==> src/rtl/game_seq_ctrl.sv <==
// Round sequencer for the memory game: arms the digit generator, replays the captured digits,
// checks player keys, tracks score/lives. Optional macro INPUT_TIMEOUT_EN adds an input timeout.
module game_seq_ctrl #(
  parameter int N           = 3,
  parameter int SHOW_CYCLES = 4,
  parameter int GAP_CYCLES  = 2,
  parameter int LIVES       = 3,
  parameter int SCORE_W     = 8,
  parameter int TIMEOUT_CYC = 16
) (
  input  logic               clk,
  input  logic               reset,
  input  logic               start,
  input  logic               lfsr_ok,
  input  logic [N:0]         disp0,
  input  logic [N:0]         disp1,
  input  logic [N:0]         disp2,
  input  logic [N:0]         disp3,
  input  logic               key_valid,
  input  logic [N:0]         key_val,
  output logic [3:0]         presente,
  output logic               lfsr_clr,
  output logic               show_valid,
  output logic [N:0]         show_digit,
  output logic [2:0]         state,
  output logic [SCORE_W-1:0] score,
  output logic [2:0]         lives,
  output logic               win,
  output logic               lose
);

  typedef enum logic [2:0] {
    S_IDLE  = 3'd0,
    S_GEN   = 3'd1,
    S_SHOW  = 3'd2,
    S_INPUT = 3'd3,
    S_WIN   = 3'd4,
    S_LOSE  = 3'd5
  } st_t;

  localparam int MX1 = (SHOW_CYCLES > GAP_CYCLES) ? SHOW_CYCLES : GAP_CYCLES;
  localparam int MXC = (MX1 > TIMEOUT_CYC) ? MX1 : TIMEOUT_CYC;
  localparam int CW  = $clog2(MXC + 1);

  st_t               st_q, st_d;
  logic [N:0]        seq_q [4];
  logic [N:0]        seq_d [4];
  logic [1:0]        idx_q, idx_d;
  logic [CW-1:0]     cnt_q, cnt_d;
  logic              gap_q, gap_d;
  logic [SCORE_W-1:0] score_q, score_d;
  logic [2:0]        lives_q, lives_d;
  logic              clr_q, clr_d;
  logic              pres_q;
  logic              sv_q, sv_d;
  logic [N:0]        sd_q, sd_d;
  logic              win_q, win_d;
  logic              lose_q, lose_d;
  logic              expire;
  logic              miss;

`ifdef INPUT_TIMEOUT_EN
  logic [CW-1:0]     tcnt_q, tcnt_d;
`endif

  always_comb begin
    st_d    = st_q;
    seq_d   = seq_q;
    idx_d   = idx_q;
    cnt_d   = cnt_q;
    gap_d   = gap_q;
    score_d = score_q;
    lives_d = lives_q;
    clr_d   = 1'b0;
    sv_d    = sv_q;
    sd_d    = sd_q;
    win_d   = 1'b0;
    lose_d  = 1'b0;
    expire  = 1'b0;
    miss    = 1'b0;
`ifdef INPUT_TIMEOUT_EN
    expire  = (st_q == S_INPUT) && !key_valid && (tcnt_q == '0);
`endif

    case (st_q)
      S_IDLE, S_LOSE: begin
        if (start) begin
          st_d    = S_GEN;
          score_d = '0;
          lives_d = 3'(LIVES);
          clr_d   = 1'b1;
        end
      end
      S_GEN: begin
        // The generator is still held in reset during the clear cycle
        if (lfsr_ok && !clr_q) begin
          seq_d[0] = disp0;
          seq_d[1] = disp1;
          seq_d[2] = disp2;
          seq_d[3] = disp3;
          st_d  = S_SHOW;
          idx_d = 2'd0;
          gap_d = 1'b0;
          cnt_d = CW'(SHOW_CYCLES - 1);
          sv_d  = 1'b1;
          sd_d  = disp0;
        end
      end
      S_SHOW: begin
        if (cnt_q != '0) begin
          cnt_d = cnt_q - 1'b1;
        end else if (!gap_q) begin
          gap_d = 1'b1;
          cnt_d = CW'(GAP_CYCLES - 1);
          sv_d  = 1'b0;
          sd_d  = '0;
        end else if (idx_q == 2'd3) begin
          st_d  = S_INPUT;
          idx_d = 2'd0;
        end else begin
          idx_d = idx_q + 2'd1;
          gap_d = 1'b0;
          cnt_d = CW'(SHOW_CYCLES - 1);
          sv_d  = 1'b1;
          sd_d  = seq_q[idx_q + 2'd1];
        end
      end
      S_INPUT: begin
        if (key_valid) begin
          if (key_val == seq_q[idx_q]) begin
            if (idx_q == 2'd3) begin
              if (score_q != '1) score_d = score_q + 1'b1;
              st_d  = S_WIN;
              win_d = 1'b1;
            end else begin
              idx_d = idx_q + 2'd1;
            end
          end else begin
            miss = 1'b1;
          end
        end else if (expire) begin
          miss = 1'b1;
        end
        if (miss) begin
          lives_d = lives_q - 3'd1;
          if (lives_q == 3'd1) begin
            st_d   = S_LOSE;
            lose_d = 1'b1;
          end else begin
            st_d  = S_SHOW;
            idx_d = 2'd0;
            gap_d = 1'b0;
            cnt_d = CW'(SHOW_CYCLES - 1);
            sv_d  = 1'b1;
            sd_d  = seq_q[0];
          end
        end
      end
      S_WIN: begin
        st_d  = S_GEN;
        clr_d = 1'b1;
      end
      default: st_d = S_IDLE;
    endcase

    if (st_d != S_SHOW) begin
      sv_d = 1'b0;
      sd_d = '0;
    end
  end

`ifdef INPUT_TIMEOUT_EN
  always_comb begin
    tcnt_d = tcnt_q;
    if (st_d == S_INPUT) begin
      if (st_q != S_INPUT || key_valid || tcnt_q == '0)
        tcnt_d = CW'(TIMEOUT_CYC - 1);
      else
        tcnt_d = tcnt_q - 1'b1;
    end
  end

  always_ff @(posedge clk or posedge reset) begin
    if (reset) tcnt_q <= '0;
    else       tcnt_q <= tcnt_d;
  end
`endif

  always_ff @(posedge clk or posedge reset) begin
    if (reset) begin
      st_q    <= S_IDLE;
      for (int i = 0; i < 4; i++) seq_q[i] <= '0;
      idx_q   <= '0;
      cnt_q   <= '0;
      gap_q   <= 1'b0;
      score_q <= '0;
      lives_q <= 3'(LIVES);
      clr_q   <= 1'b0;
      pres_q  <= 1'b0;
      sv_q    <= 1'b0;
      sd_q    <= '0;
      win_q   <= 1'b0;
      lose_q  <= 1'b0;
    end else begin
      st_q    <= st_d;
      seq_q   <= seq_d;
      idx_q   <= idx_d;
      cnt_q   <= cnt_d;
      gap_q   <= gap_d;
      score_q <= score_d;
      lives_q <= lives_d;
      clr_q   <= clr_d;
      pres_q  <= (st_d == S_GEN);
      sv_q    <= sv_d;
      sd_q    <= sd_d;
      win_q   <= win_d;
      lose_q  <= lose_d;
    end
  end

  assign presente   = {3'b000, pres_q};
  assign lfsr_clr   = clr_q;
  assign show_valid = sv_q;
  assign show_digit = sd_q;
  assign state      = st_q;
  assign score      = score_q;
  assign lives      = lives_q;
  assign win        = win_q;
  assign lose       = lose_q;

endmodule

==> config.mk <==
export PLATFORM = sky130hd
export DESIGN_NAME = game_seq_ctrl
export DESIGN_NICKNAME = d
export VERILOG_FILES = /design/src/rtl/game_seq_ctrl.sv
export SDC_FILE = /design/constraint.sdc
export NUM_CORES = 1
export LEC_CHECK = 0
export CORE_MARGIN = 2
export CORE_UTILIZATION = 50
export CTS_BUF_LIST = sky130_fd_sc_hd__clkbuf_8 sky130_fd_sc_hd__clkbuf_16
export DETAILED_ROUTE_END_ITERATION = 10
export PLACE_DENSITY = 0.77
export SLEW_MARGIN = 25
export SYNTH_ARGS = -nofsm -noshare
export SYNTH_HDL_FRONTEND = slang
export SYNTH_SLANG_ARGS = --single-unit
==> constraint.sdc <==
create_clock -name clk -period 3.3 [get_ports clk]
set_clock_uncertainty 0.15 [all_clocks]
set_input_delay 0.66 -clock clk [delete_from_list [all_inputs] [get_ports clk]]
set_output_delay 0.66 -clock clk [all_outputs]
set_load 0.005 [all_outputs]
---- Yosys cells after proc, flatten, opt, wreduce, memory -nomap -nowiden ----
Index checks and enable logic that the tools add are counted.
word-level totals
  output and inout bits ................... 26
  register bits ........................... 47
  word-level logic and storage cells ...... 143
  bits of input ports ..................... 25
operators by class
  magnitude comparators ................... 2
  multiplexer cells ....................... 77
  reductions and logical operators ........ 15
  $add $sub $neg .......................... 4
  bitwise logic cells ..................... 2
  equality and inequality tests ........... 27
operator list
  kind                                                                    count
  4-bit two-way mux                                                       11
  8-bit two-way mux                                                       5
  3-bit two-way mux                                                       12
  5-bit two-way mux                                                       6
  1-bit two-way mux                                                       23
  2-bit inequality test (second input constant)                           10
  2-bit two-way mux                                                       9
  4-bit binary-select mux with 2-bit select                               2
  8-bit case mux with 2 select lines                                      1
  3-bit case mux with 5 select lines                                      1
  5-bit case mux with 3 select lines                                      1
  3-bit inequality test (second input constant)                           4
  4-bit case mux with 3 select lines                                      1
  6-bit AND reduction                                                     2
  5-bit AND reduction                                                     2
  3-bit by 1-bit equality test with 1-bit output (second input constant)  3
  8-bit by 1-bit adder with 8-bit output (second input constant)          1
  4-bit inequality test (second input constant)                           2
  8-bit inequality test (second input constant)                           1
  3-bit by 2-bit equality test with 1-bit output (second input constant)  2
  3-bit equality test (second input constant)                             2
  3-bit greater-or-equal comparator (second input constant)               2
  2-bit inverter with 3-bit output                                        2
  1-bit case mux with 3 select lines                                      2
  other kinds (20)                                                        20

---- Depth between registers and ports, before layout ----
  depth after elaboration ................. 13
  depth in mapped cells ................... 10

---- Least setup slack after synthesis ----
OpenSTA, ideal clock, no wires.
  path type ............................... register to register
  start point ............................. register idx_q[0]
  end point ............................... register score_q[2], in the netlist score[2]
  data required time ...................... 3,072 ps
  library setup time ...................... 78 ps
  cell stages (with the launch flop) ...... 10
  arrival time ............................ 2,444 ps
  setup slack ............................. 629 ps
  path through ............................ dfrtp_1 > buf_6 > mux4_2 > xnor2_2 > nand4_1 > buf_4 > o31a_1 > buf_4 > or3_1 > a21oi_1
between the ends
  longest elaborated chain between the ends .. 7
RTL lines
  what                                                    line  RTL
  start, declared                                         48    logic [1:0] idx_q, idx_d;
  start signal, assigned                                  207   idx_q <= idx_d;
  2-bit inverter with 3-bit output (not written as such)  130   if (key_val == seq_q[idx_q]) begin
  4-bit binary-select mux with 2-bit select               130
  4-bit two-way mux (not written as such) (2 in a row)    130
  4-bit equality test                                     130
  2-bit inequality test (no line)                         --
  6-bit AND reduction (no line) (*)                       --
  end signal, assigned                                    210   score_q <= score_d;
  end, declared                                           51    logic [SCORE_W-1:0] score_q, score_d;
Every way passes the cells marked *; elsewhere a longest branch is shown, timed or not. The select of a mux whose other input is x is not followed.
A chain may end at the register's enable or synchronous reset.

---- Worst setup path in the final report ----
  start point ............................. register idx_q[0]
  end point ............................... register score_q[5], in the netlist score[5]
Same word-level chain as after synthesis.

==> impl_metrics.tcl <==
set metrics [dict create \
    run_status "complete, no violations" \
    floorplan.initialDensity 0.522 \
    timing.hold.ws_ns 0.375 \
    numPortBuffers 47 \
    required_ns 3.35 \
    max_cap_viol_count 0 \
    gp_congestion 0.842 \
    die_h_microns 77.2 \
    route.antenna.remaining_nets 0 \
    power_per_cell_area_mw_per_mm2 816 \
    clock-root-buffer "sky130_fd_sc_hd__clkbuf_8" \
    synth.cell_area_sq_mm 0.00268 \
    post_synth_most_frequent_cells "sky130_fd_sc_hd__dfrtp_1 (45), sky130_fd_sc_hd__a21oi_1 (18), sky130_fd_sc_hd__mux2_2 (17)" \
    die-width_microns 77.2 \
    synth_top_cells_by_area "sky130_fd_sc_hd__dfrtp_1 (42%), sky130_fd_sc_hd__mux2_2 (7.1%), sky130_fd_sc_hd__mux4_2 (6.7%), sky130_fd_sc_hd__ha_1 (3.7%), sky130_fd_sc_hd__a21oi_1 (3.4%)" \
    nFillCells 444 \
    reg2reg_from "idx_q[0]" \
    grt_max_degree 33 \
    ff2ff_path_depth 6 \
    overflow 0 \
    cp-start-kind "flip-flop" \
    tritoncts.num_buffers 5 \
    totalWireLength_mm 5.73 \
    fp-row-count 26 \
    async_reset_ff_frac 1.00 \
    setup_viol 0 \
    area_growth_pct 23.3 \
    yosysUniqueCellTypes 55 \
    r2r_setup_slack_ns 0.30 \
    number_of_warnings_issued_by_yosys 0 \
    post_dp_cell_area_sq_mm 0.00320 \
    ioPinCount 51 \
    nets 332 \
    grt_pass1_vias 2013 \
    leakage_nw 1.38 \
    final.min_clock_period_ns 3.00 \
    yosysMostFrequentCell "sky130_fd_sc_hd__dfrtp_1" \
    cts_htree_levels 2 \
    final.setup.tns_ns 0 \
    worstHoldStart "show_digit[0]" \
    global_route_wire_length_before_repair_mm 9.70 \
    n_antenna_cell 0 \
    gr-usage-all-layers 0.206 \
    post_cts_resize_count 0 \
    max_clock_freq_ghz 0.334 \
    wl_per_cell_microns 15.5 \
    worst_max_slew_margin_expressed_relative_to_the_limit 0.472 \
    tritoncts_num_sinks 47 \
    r2r_path_end "score[5]" \
    clk_path_buf_depth 2 \
    worst_hold_path.num_cells 2 \
    critical_path_data_arrival_time_ns 3.04 \
    synth.ff_latch_count 47 \
    worst_setup_path_end_kind "flip-flop" \
    crit_path_max_fanout 13 \
    peakVddDrop_uv 452 \
    synth-seq-area-share 0.440 \
    cts.clk_slew.worst_paths_ns 0.08 \
    post_synth_inst_count 253 \
    hold_violations 0 \
    route.detailed.vias_per_inst 5.57 \
    vias 2055 \
    drcViolationCount 0 \
    finalCoreUtilization 0.643 \
    tritoncts_clock_tree "built" \
    cts.repair_timing.setup_buffer_count 0 \
    hpwlAfterDp_mm 4.32 \
    post_layout_instance_area_sq_mm 0.00331 \
    hold_path.class "flip-flop to flip-flop" \
    drt_first_pass_iters 5 \
    yosysTopAreaCellShare 0.420 \
    setup.worst_path.class "flip-flop to flip-flop" \
    fin_crit_sh 0.908 \
    synth_enable_flop_cells 0 \
    yosys.area.top_type "sky130_fd_sc_hd__dfrtp_1" \
    floorplan.core_area_sq_mm 0.00514 \
    die-area_sq_mm 0.00596 \
    drv_slew 0 \
    max_slew.worst_pin.slew_ns 0.787 \
    synthFlopType "sky130_fd_sc_hd__dfrtp_1" \
    worst_skew_pair.late_latency_ns 0.30 \
    setup_repair_after_global_routing_missed_its_margin "false" \
    drive_above_1_share 0.151 \
    grt_antenna_before_repair 0 \
    cts_hold_buf 0 \
    postSynthAreaPerCell_sq_um 10.6 \
    drt_first_iter_violations 143 \
    timing.hold.worst_endpoint "show_digit[0]" \
]
worst max-delay path by stage:
stage / slack [ns] / startpoint / endpoint / cells after the start
3_5_place_dp: 0.35 / lfsr_ok / show_digit[1] / 7
5_1_grt: 0.16 / idx_q[0] / score[5] / 6
6_report: 0.30 / idx_q[0] / score[5] / 6
4_1_cts: 0.33 / idx_q[0] / score[5] / 6
3_3_place_gp: 0.40 / key_valid / score[5] / 6
2_1_floorplan: 0.63 / idx_q[0] / score[2] / 9
power breakdown:
group          leakage, nW  total (mW)  internal (mW)  switching, mW
combinational        0.725        1.29          0.700          0.586
sequential           0.601        1.01          0.787          0.220
clock               0.0554       0.406          0.219          0.187
cells in the final DEF (no fill, tap or decap), types with 2 or more instances in the layout:
cell / instances
sky130_fd_sc_hd__a21boi_0: 2
sky130_fd_sc_hd__a21boi_1: 2
sky130_fd_sc_hd__a21oi_1: 18
sky130_fd_sc_hd__a221oi_1: 4
sky130_fd_sc_hd__a22o_1: 2
sky130_fd_sc_hd__a41oi_1: 2
sky130_fd_sc_hd__and3_1: 4
sky130_fd_sc_hd__buf_4: 7
sky130_fd_sc_hd__clkbuf_8: 5
sky130_fd_sc_hd__clkdlybuf4s50_1: 47
sky130_fd_sc_hd__conb_1: 3
sky130_fd_sc_hd__dfrtp_1: 45
sky130_fd_sc_hd__dfstp_2: 2
sky130_fd_sc_hd__ha_1: 8
sky130_fd_sc_hd__inv_1: 11
sky130_fd_sc_hd__inv_2: 2
sky130_fd_sc_hd__mux2_2: 17
sky130_fd_sc_hd__mux4_2: 8
sky130_fd_sc_hd__nand2_1: 15
sky130_fd_sc_hd__nand2b_1: 9
sky130_fd_sc_hd__nand3_1: 8
sky130_fd_sc_hd__nor2_1: 11
sky130_fd_sc_hd__nor2b_1: 4
sky130_fd_sc_hd__nor3_1: 6
sky130_fd_sc_hd__nor3b_1: 2
sky130_fd_sc_hd__o21ai_0: 5
sky130_fd_sc_hd__o21ai_1: 6
sky130_fd_sc_hd__o31ai_1: 4
sky130_fd_sc_hd__or3_1: 11
sky130_fd_sc_hd__or4_1: 2
sky130_fd_sc_hd__xnor2_1: 3
sky130_fd_sc_hd__xnor2_2: 2
worst max-delay path, cell delays in order (launching register included):
cell and delay, ns:
sky130_fd_sc_hd__dfrtp_1 0.57, sky130_fd_sc_hd__mux4_2 0.57, sky130_fd_sc_hd__xnor2_1 0.21, sky130_fd_sc_hd__nand4_1 0.30
sky130_fd_sc_hd__o31a_1 0.53, sky130_fd_sc_hd__or3_1 0.44, sky130_fd_sc_hd__mux2i_1 0.13
metal layers:
metal	wire (microns)	part of all wire	global-route usage
met5	0	0	0
met4	92	0.016	0.0679
met3	226	0.039	0.0435
met2	2750	0.48	0.311
met1	2650	0.46	0.296
state kept, by name, indices dropped and copies added (netlist names):
signal / cells
cnt_q: 5
gap_q: 1
idx_q: 2
lfsr_clr: 1
lives: 3
lose: 1
pres_q: 1
score: 8
seq_q: 16
show_digit: 4
show_valid: 1
state: 3
win: 1
cells by family (layout without fill, tap and decap cells):
| kind of cell | Yosys count | count (layout) | share of synthesized area |
|---|---|---|---|
| compound gates | 57 | 57 | 0.142 |
| xor+xnor | 6 | 6 | 0.0252 |
| fa+ha+maj | 8 | 8 | 0.0373 |
| buf+inv | 29 | 73 | 0.0523 |
| flops | 47 | 47 | 0.440 |
| mux | 27 | 27 | 0.147 |
| other cells | 1 | 3 | 0.00140 |
| simple gates | 78 | 78 | 0.155 |
through the flow:
| step | total power [mW] | setup slack, ns | std cells |
|---|---|---|---|
| 4_1_cts | 2.72 | 0.330 | 369 |
| 5_1_grt | 2.90 | 0.157 | 369 |
| 3_3_place_gp | 2.26 | 0.405 | 362 |
| 3_5_place_dp | 2.31 | 0.348 | 362 |
| 6_report | 2.70 | 0.305 | 369 |
| 2_1_floorplan | 1.91 | 0.629 | 255 |
cell type report:
type	count	area, sq um	area share
multi-input cells	179	1370	0.414
flip-flops and latches	47	1180	0.356
repair buffers	54	523	0.158
well taps	70	87.6	0.0265
clock buffers	5	68.8	0.0208
inverters	12	45.0	0.0136
clock inverters	2	33.8	0.0102
No activity file was read; power rests on OpenSTA's default activity.
